File: config.mk
export PLATFORM = sky130hd
export DESIGN_NAME = rv32_uart_rx
export DESIGN_NICKNAME = d
export VERILOG_FILES = /design/src/rtl/rv32_uart_rx.sv
export SDC_FILE = /design/constraint.sdc
export NUM_CORES = 1
export LEC_CHECK = 0
export BUFFER_PORTS_ARGS = -buffer_cell sky130_fd_sc_hd__buf_2
export CAP_MARGIN = 5
export CORE_AREA = 2 2 106 108
export CTS_CLUSTER_DIAMETER = 50
export CTS_CLUSTER_SIZE = 10
export DETAILED_ROUTE_END_ITERATION = 10
export DIE_AREA = 0 0 108 110
export PLACE_DENSITY = 0.82
export SYNTH_ARGS = -nofsm -noshare
export SYNTH_HDL_FRONTEND = slang
export SYNTH_SLANG_ARGS = --single-unit
File: constraint.sdc
create_clock -name clk -period 2.13 [get_ports clk]
set_input_delay 0.3195 -clock clk [delete_from_list [all_inputs] [get_ports clk]]
set_output_delay 0.3195 -clock clk [all_outputs]
set_load 0.01 [all_outputs]
File: src/rtl/rv32_uart_rx.sv
// -----------------------------------------------------------------------------
// rv32_uart_rx
// UART receive front end for the RV32 serial port. RsRx is oversampled 16x.
// The block assembles 8N1 frames (8E1 when UART_RX_PARITY_EN is defined) into
// little-endian 32-bit words and hands each word to the core with valid/ready.
//
// Optional feature macro: UART_RX_PARITY_EN (adds an even-parity bit per frame)
//
// Parameters
//   CLK_HZ        system clock frequency in Hz
//   BAUD          line rate in bits per second
//   TIMEOUT_BITS  idle bit-times after which a partial word is flushed
// Ports
//   clk          system clock, rising edge
//   rst_n        asynchronous active-low reset
//   RsRx         serial line, asynchronous to clk, idles high
//   data_rx      assembled word, byte k in bits [8k+7:8k]
//   rx_valid     data_rx / rx_bytes are valid
//   rx_ready     consumer accepts the word
//   rx_bytes     number of valid bytes in the word (1-4)
//   frame_err    one-cycle pulse on a bad stop bit (or bad parity)
//   overrun      one-cycle pulse when a completed word is dropped
//   o_dbg_state  current receive FSM state
//
// Handshake: a word transfers on every rising edge where rx_valid && rx_ready.
// While rx_valid is high and rx_ready is low, data_rx and rx_bytes hold stable.
// -----------------------------------------------------------------------------
module rv32_uart_rx #(
   parameter int CLK_HZ       = 100_000_000,
   parameter int BAUD         = 9600,
   parameter int TIMEOUT_BITS = 40
) (
   input  logic        clk,
   input  logic        rst_n,
   input  logic        RsRx,
   output logic [31:0] data_rx,
   output logic        rx_valid,
   input  logic        rx_ready,
   output logic [2:0]  rx_bytes,
   output logic        frame_err,
   output logic        overrun,
   output logic [2:0]  o_dbg_state
);

   localparam int DIV      = CLK_HZ / (BAUD * 16);
   localparam int DIV_W    = (DIV > 1) ? $clog2(DIV) : 1;
   localparam int TO_TICKS = TIMEOUT_BITS * 16;
   localparam int TO_W     = (TO_TICKS > 1) ? $clog2(TO_TICKS) : 1;

   typedef enum logic [2:0] {
      S_IDLE   = 3'd0,
      S_START  = 3'd1,
      S_DATA   = 3'd2,
`ifdef UART_RX_PARITY_EN
      S_PARITY = 3'd3,
`endif
      S_STOP   = 3'd4
   } state_t;

   state_t            r_state;
   state_t            w_state_nxt;

   logic              r_rx_meta;
   logic              r_rxs;
   logic [DIV_W-1:0]  r_div_cnt;
   logic              w_tick;
   logic [3:0]        r_tick_cnt;
   logic [2:0]        r_bit_idx;
   logic [7:0]        r_shift;
   logic              r_err_hold;
   logic              w_par_bad;

   logic              w_start;
   logic              w_bit_end;
   logic              w_byte_good;
   logic              w_ferr;

   logic [31:0]       r_buf;
   logic [2:0]        r_byte_cnt;
   logic [31:0]       w_buf_wr;
   logic [TO_W-1:0]   r_to_cnt;
   logic              w_word_full;
   logic              w_flush;
   logic              w_load;
   logic [31:0]       w_load_word;
   logic [2:0]        w_load_bytes;

   logic [31:0]       r_data_rx;
   logic              r_rx_valid;
   logic [2:0]        r_rx_bytes;
   logic              r_frame_err;
   logic              r_overrun;

   // ---------------- synchronizer (idle-high reset value) ----------------
   always_ff @(posedge clk or negedge rst_n) begin
      if (!rst_n) begin
         r_rx_meta <= 1'b1;
         r_rxs     <= 1'b1;
      end else begin
         r_rx_meta <= RsRx;
         r_rxs     <= r_rx_meta;
      end
   end

   // ---------------- 16x tick generator ----------------
   // Restarted on start-bit detection so the mid-bit samples line up with
   // the detected falling edge rather than a free-running phase.
   assign w_tick = (r_div_cnt == DIV_W'(DIV - 1));

   always_ff @(posedge clk or negedge rst_n) begin
      if (!rst_n)                 r_div_cnt <= '0;
      else if (w_start || w_tick) r_div_cnt <= '0;
      else                        r_div_cnt <= r_div_cnt + 1'b1;
   end

   // ---------------- receive FSM ----------------
   always_ff @(posedge clk or negedge rst_n) begin
      if (!rst_n) r_state <= S_IDLE;
      else        r_state <= w_state_nxt;
   end

   assign w_bit_end = w_tick && (r_tick_cnt == 4'd15);

   always_comb begin
      w_state_nxt = r_state;
      w_start     = 1'b0;
      w_byte_good = 1'b0;
      w_ferr      = 1'b0;
      case (r_state)
         S_IDLE: begin
            // After a framing error the line must return high before re-arming,
            // otherwise a stuck-low line would retrigger endlessly.
            if (!r_err_hold && !r_rxs) begin
               w_state_nxt = S_START;
               w_start     = 1'b1;
            end
         end
         S_START: begin
            if (w_tick && (r_tick_cnt == 4'd7))
               w_state_nxt = r_rxs ? S_IDLE : S_DATA;
         end
         S_DATA: begin
            if (w_bit_end && (r_bit_idx == 3'd7))
`ifdef UART_RX_PARITY_EN
               w_state_nxt = S_PARITY;
`else
               w_state_nxt = S_STOP;
`endif
         end
`ifdef UART_RX_PARITY_EN
         S_PARITY: begin
            if (w_bit_end) w_state_nxt = S_STOP;
         end
`endif
         S_STOP: begin
            if (w_bit_end) begin
               w_state_nxt = S_IDLE;
               if (r_rxs && !w_par_bad) w_byte_good = 1'b1;
               else                     w_ferr      = 1'b1;
            end
         end
         default: w_state_nxt = S_IDLE;
      endcase
   end

   // Bit-phase counter restarts on every state change; in DATA it wraps
   // 15 -> 0 by itself between consecutive bits.
   always_ff @(posedge clk or negedge rst_n) begin
      if (!rst_n)                          r_tick_cnt <= 4'd0;
      else if (r_state != w_state_nxt)     r_tick_cnt <= 4'd0;
      else if (w_tick && r_state != S_IDLE) r_tick_cnt <= r_tick_cnt + 4'd1;
   end

   always_ff @(posedge clk or negedge rst_n) begin
      if (!rst_n) begin
         r_bit_idx   <= 3'd0;
         r_shift     <= 8'd0;
         r_err_hold  <= 1'b0;
         r_frame_err <= 1'b0;
      end else begin
         r_frame_err <= w_ferr;
         if (w_start)
            r_bit_idx <= 3'd0;
         else if (r_state == S_DATA && w_bit_end) begin
            r_bit_idx <= r_bit_idx + 3'd1;
            r_shift   <= {r_rxs, r_shift[7:1]};   // LSB first
         end
         if (w_ferr)                         r_err_hold <= 1'b1;
         else if (r_state == S_IDLE && r_rxs) r_err_hold <= 1'b0;
      end
   end

`ifdef UART_RX_PARITY_EN
   logic r_par_bad;

   // Even parity: data bits plus parity bit must hold an even number of ones.
   always_ff @(posedge clk or negedge rst_n) begin
      if (!rst_n)                                r_par_bad <= 1'b0;
      else if (w_start)                          r_par_bad <= 1'b0;
      else if (r_state == S_PARITY && w_bit_end) r_par_bad <= r_rxs ^ (^r_shift);
   end

   assign w_par_bad = r_par_bad;
`else
   assign w_par_bad = 1'b0;
`endif

   // ---------------- word assembly ----------------
   always_comb begin
      w_buf_wr = r_buf;
      w_buf_wr[8*r_byte_cnt[1:0] +: 8] = r_shift;
   end

   assign w_word_full  = w_byte_good && (r_byte_cnt == 3'd3);
   // Only possible in IDLE, so it never coincides with a byte completion.
   assign w_flush      = (r_state == S_IDLE) && !w_start && (r_byte_cnt != 3'd0) &&
                         w_tick && (r_to_cnt == TO_W'(TO_TICKS - 1));
   assign w_load       = w_word_full || w_flush;
   assign w_load_word  = w_word_full ? w_buf_wr : r_buf;
   assign w_load_bytes = w_word_full ? 3'd4 : r_byte_cnt;

   always_ff @(posedge clk or negedge rst_n) begin
      if (!rst_n) begin
         r_buf      <= 32'd0;
         r_byte_cnt <= 3'd0;
      end else if (w_load) begin
         // Cleared buffer guarantees unwritten lanes of a flushed word are 0.
         r_buf      <= 32'd0;
         r_byte_cnt <= 3'd0;
      end else if (w_byte_good) begin
         r_buf      <= w_buf_wr;
         r_byte_cnt <= r_byte_cnt + 3'd1;
      end
   end

   always_ff @(posedge clk or negedge rst_n) begin
      if (!rst_n)                                     r_to_cnt <= '0;
      else if (w_start || w_flush || r_byte_cnt == 3'd0) r_to_cnt <= '0;
      else if (r_state == S_IDLE && w_tick)           r_to_cnt <= r_to_cnt + 1'b1;
   end

   // ---------------- output register ----------------
   always_ff @(posedge clk or negedge rst_n) begin
      if (!rst_n) begin
         r_data_rx  <= 32'd0;
         r_rx_valid <= 1'b0;
         r_rx_bytes <= 3'd0;
         r_overrun  <= 1'b0;
      end else begin
         r_overrun <= 1'b0;
         if (w_load) begin
            // A word arriving in the same cycle the held one is accepted
            // simply replaces it; only a still-blocked slot drops the new word.
            if (r_rx_valid && !rx_ready) begin
               r_overrun <= 1'b1;
            end else begin
               r_data_rx  <= w_load_word;
               r_rx_bytes <= w_load_bytes;
               r_rx_valid <= 1'b1;
            end
         end else if (r_rx_valid && rx_ready) begin
            r_rx_valid <= 1'b0;
         end
      end
   end

   assign data_rx     = r_data_rx;
   assign rx_valid    = r_rx_valid;
   assign rx_bytes    = r_rx_bytes;
   assign frame_err   = r_frame_err;
   assign overrun     = r_overrun;
   assign o_dbg_state = r_state;

endmodule

---- Word-level counts from Yosys, hierarchy flattened ----
Index checks and enable logic that the tools add are counted.
word-level totals
  register bits after elaboration ......... 114
  latch bits .............................. 0
  RAM bits ................................ 0
  bits in read-only memories .............. 0
  input bits .............................. 4
  output and inout port bits .............. 41
  memories ................................ 0
cells by class
  $add $sub $neg .......................... 6
  multiply operators ...................... 0
  div/mod/pow operators ................... 0
  $lt $le $gt $ge ......................... 0
  eq/ne operators ......................... 11
  shifts and indexed selects .............. 2
  multiplexer cells ....................... 35
  bitwise gates (word level) .............. 2
  reduce and logical (&&, ||, !) cells .... 36
operators with widths
  kind                                                   number
  two-way mux 32 bit                                     3
  negation 5 -> 34 bit                                   1
  variable shift 8 x 34 -> 32 bit, first input constant  1
  indexed part select 8 x 34 -> 32 bit                   1
  bitwise mux 32 bit                                     1
  two-way mux 10 bit                                     3
  two-way mux 3 bit                                      9
  adder 10 x 1 -> 10 bit, second input constant          2
  == test 10 bit, second input constant                  2
  logical AND 1 bit                                      15
  two-way mux 1 bit                                      15
  case mux 3 bit (4 select lines)                        1
  nonzero test 2 bit                                     6
  two-way mux 4 bit                                      2
  adder 3 x 1 -> 3 bit, second input constant            2
  == test 3 x 2 -> 1 bit, second input constant          2
  == test 3 bit, second input constant                   2
  zero test 3 bit                                        2
  AND reduction 2 bit                                    3
  nonzero test 3 bit                                     2
  adder 4 x 1 -> 4 bit, second input constant            1
  == test 4 x 3 -> 1 bit, second input constant          1
  == test 4 bit, second input constant                   1
  zero test 1 bit                                        4
  6 further kinds                                        10

---- Depth between registers and ports, before layout ----
  depth in word-level cells ............... 12
  mapped depth ............................ 10
  gate-level depth less buffers ........... 7

---- Worst setup path after synthesis ----
OpenSTA, ideal clock, no wires.
  path type ............................... register to register
  start point ............................. register r_state[1], in the netlist o_dbg_state[1]
  end point ............................... register r_data_rx[17], in the netlist data_rx[17]
  data arrival time ....................... 2197 ps
  required time ........................... 2011 ps
  path slack .............................. -186 ps
  cell stages (with the launch flop) ...... 9
  buffers on the path ..................... 3
  period minus slack after synthesis ...... 2316 ps
  path through ............................ dfrtp_1 > buf_6 > or3_1 > buf_2 > or2_4 > or4_4 > buf_4 > a2bb2oi_1 > o21a_1
between the ends
  longest elaborated chain between the ends .. 9
  elaborated cells between the ends (all ways) .. 13
  those cells by class .................... 1 x eq/ne; 3 x mux; 9 x reduce/logical
ends and longest elaborated chain
  element                               RTL line  text
  from (decl)                           60        state_t r_state;
  from (signal assigned)                119       else r_state <= w_state_nxt;
  zero test 3 bit                       129, 216
  two-way mux 1 bit                     129       case (r_state)
  zero test 1 bit                       216       assign w_flush = (r_state == S_IDLE) && !w_start && (r_byte_cnt != 3'd0) &&
  logical AND 1 bit (3 in a row)        216
  logical AND 1 bit                     217       w_tick && (r_to_cnt == TO_W'(TO_TICKS - 1));
  logical OR 1 bit                      218       assign w_load = w_word_full || w_flush;
  AND reduction 2 bit (no source line)  --
  to (signal assigned)                  257       r_data_rx <= w_load_word;
  to (decl)                             88        logic [31:0] r_data_rx;
Several ways; a longest one is shown, not always the timed one.
A chain may end at the register's enable or synchronous reset.

---- Worst setup path after layout ----
  start point ............................. register r_state[0], in the netlist o_dbg_state[0]
  end point ............................... register r_data_rx[29], in the netlist data_rx[29]
Same word-level chain as after synthesis.

==> reports/metrics.yaml <==
clock_network:
  tritoncts: "built"
  cts_max_level: 4
  clk_latency_ps: 540
  numCtsBuffers: 17
  cts.sinks: 114
  cts_root_buf: "clkbuf_8"
  clkTransAtPathRegs_ps: 60
  cts_buffer_depth: 2
synthesis:
  ys_types: 48
  syn-cell-area_um2: 5710
  ys_seq_elements: 114
  yosys-top-cells-area: "dfrtp_1, a21oi_1, nor2_1"
  yosys.area.top_type: "dfrtp_1"
  synth_fp_nets: 626
  yosysMostFrequentCell: "dfrtp_1"
  syn_inst: 609
  yosys.area.top_type_share_pct: 49.1
  synth_common_cells: "dfrtp_1, nor2_1, a21oi_1"
  syn_avg_cell_area_um2: 9.38
  yosysWarnings: 0
  synthArstFlopShare_pct: 100
  synth_edf_count: 0
  synth_seq_area_share_pct: 50.0
  synth_ff_type: "dfrtp_1"
global_route:
  antenna_found_initial: 0
  grt_max_degree: 43
  grt_pass1_vias: 5032
  grt-ovfl-total: 0
  grt_first_pass_wirelength_mm: 24.3
  grt.total_usage_pct: 26.7
critical_path:
  arrival_ps: 2530
  rrSetupSlack_ps: 20
  path_max_fanout: 7
  critPathLaunchType: "flop"
  crit_type: "flop to flop"
  crit_required_ps: 2550
  critPathCaptureType: "flop"
pwr:
  p_leak_nw: 3.13
  p_per_area_nw_per_um2: 704
  ir_worst_vdd_mv: 0.692
detailed_routing:
  dr_wl_met3_mm: 1.23
  wl_met1_mm: 5.79
  drc_errors: 0
  drt-pass1-iter-count: 6
  ant_nets: 0
  wl_mm: 15.2
  via_count: 5045
  drt_iter0_markers: 499
  drt-wirelength-per-cell_um: 18.2
  wl_met2_mm: 7.68
  top_layer: "met4"
  drt-vias-per-instance: 6.04
cells_and_area:
  drive_above_1_share_pct: 21.0
  seqCellArea_um2: 2860
  utilization_pct: 65.9
  area_growth_pct: 23.4
  multi_input_area_um2: 2720
  final_area_um2: 7050
  num-nets-final: 699
  diodes: 0
  nFillCells: 798
timing:
  worst_pin_slew_ps: 453
  hold_viol: 0
  timing.final.crit_share_pct: 99.3
  setup_viol: 0
  slew_headroom_pct: 69.8
  grt_setup_unrepaired: "yes"
  slew_violations: 0
  period_minus_slack_ps: 2110
  max_freq_ghz: 0.473
  finClkSkew_ps: 7.27
place:
  dp_hpwl_mm: 9.43
  portBuffers: 44
  gp_congestion: 0.827
  place_area_um2: 6320
worst_hold_path:
  hold_class: "input pin to flop"
floorplan:
  die_h_um: 110
  row_count: 38
  die_area_um2: 11900
  start_util_pct: 53.4
  die_w_um: 108
  core_um2: 10700
  boundaryPins: 45
status:
  status: "completed"
run:
  cap_viol_max_count: 0
## layout make-up
type	count	share of cell area, %
sequential	114	40.5
multi-input combinational	448	38.6
timing repair buffer	95	9.96
clock buffer	21	6.52
tap	140	2.49
clock inverter	11	1.56
inverter	6	0.320
## sequential cells by signal, summed over array words and instances (netlist names)
register,cells
r_tick_cnt,4
r_to_cnt,10
rx_valid,1
r_div_cnt,10
overrun,1
o_dbg_state,3
r_buf,32
r_err_hold,1
data_rx,32
r_bit_idx,3
r_byte_cnt,3
r_rx_meta,1
frame_err,1
r_shift,8
r_rxs,1
rx_bytes,3
## report_power, final
| group | switching [mW] | leakage, nW | internal, mW | total [mW] |
|---|---|---|---|---|
| clock network | 0.990 | 0.283 | 1.74 | 2.73 |
| registers | 0.00118 | 1.44 | 2.17 | 2.17 |
| logic | 0.0476 | 1.41 | 0.0149 | 0.0625 |
## critical path: stages (launching register included)
cell       delay (ps)
dfrtp_1           390
or3_4             400
or2_4             270
or4_4             510
buf_12            170
a2bb2oi_1         130
o21a_1            120
## layout by cell type, fill, tap and decap left out, types with 16 or more instances in the layout
master and n:
a21oi_1 72, a22oi_1 23, buf_2 43, buf_4 42
clkbuf_16 16, dfrtp_1 112, nand2_1 48, nand3_1 16
nor2_1 90, nor2b_1 34, nor4_1 29, o21a_1 31
## metal layers
metal  track usage (%)  up-vias
met2              45.5      258
met4              14.0        0
met1              31.3     2443
met5                 0        -
met3              6.70       52
li1                  -     2292
## cells by family (layout without fill, tap and decap cells)
logic type	Yosys count	in the layout	synth area share, %
buffers and inverters	47	133	4.01
flip-flops	114	114	50.0
adder cells (fa/ha/maj)	13	13	2.85
AND/OR/NAND/NOR	266	266	23.5
AO/OA/AOI/OAI	149	149	16.6
XOR/XNOR	20	20	3.07
## final timing paths
check / from / end / cells after the start
max: o_dbg_state[0] / data_rx[29] / 6
min: rx_ready / overrun / 3
max reg2reg: o_dbg_state[0] / data_rx[29] / 6
min reg2reg: r_rx_meta / r_rxs / 0
max in group asynchronous: rst_n / r_rx_meta / 3
min in group asynchronous: rst_n / data_rx[24] / 2
## repair_timing
item	CTS	global route
setup buffers	0	6
hold endpoints to repair	32	0
hold buffers	2	0
pin swaps	0	3
endpoints found under the setup margin	2	68
gates resized for setup	3	15
## metrics by stage
step	std cells	hold slack, ps	worst slack, ps	setup TNS, ps	total power [mW]
floorplan	609	23.9	-20.8	-177	2.21
global placement	795	287	101	0	2.27
detailed placement	795	296	29.9	0	2.27
CTS	829	104	12.5	0	4.98
global route	835	146	-49.1	-596	5.08
finish	835	112	15.3	0	4.96
Note: power is estimated with default switching activity, not from simulation.
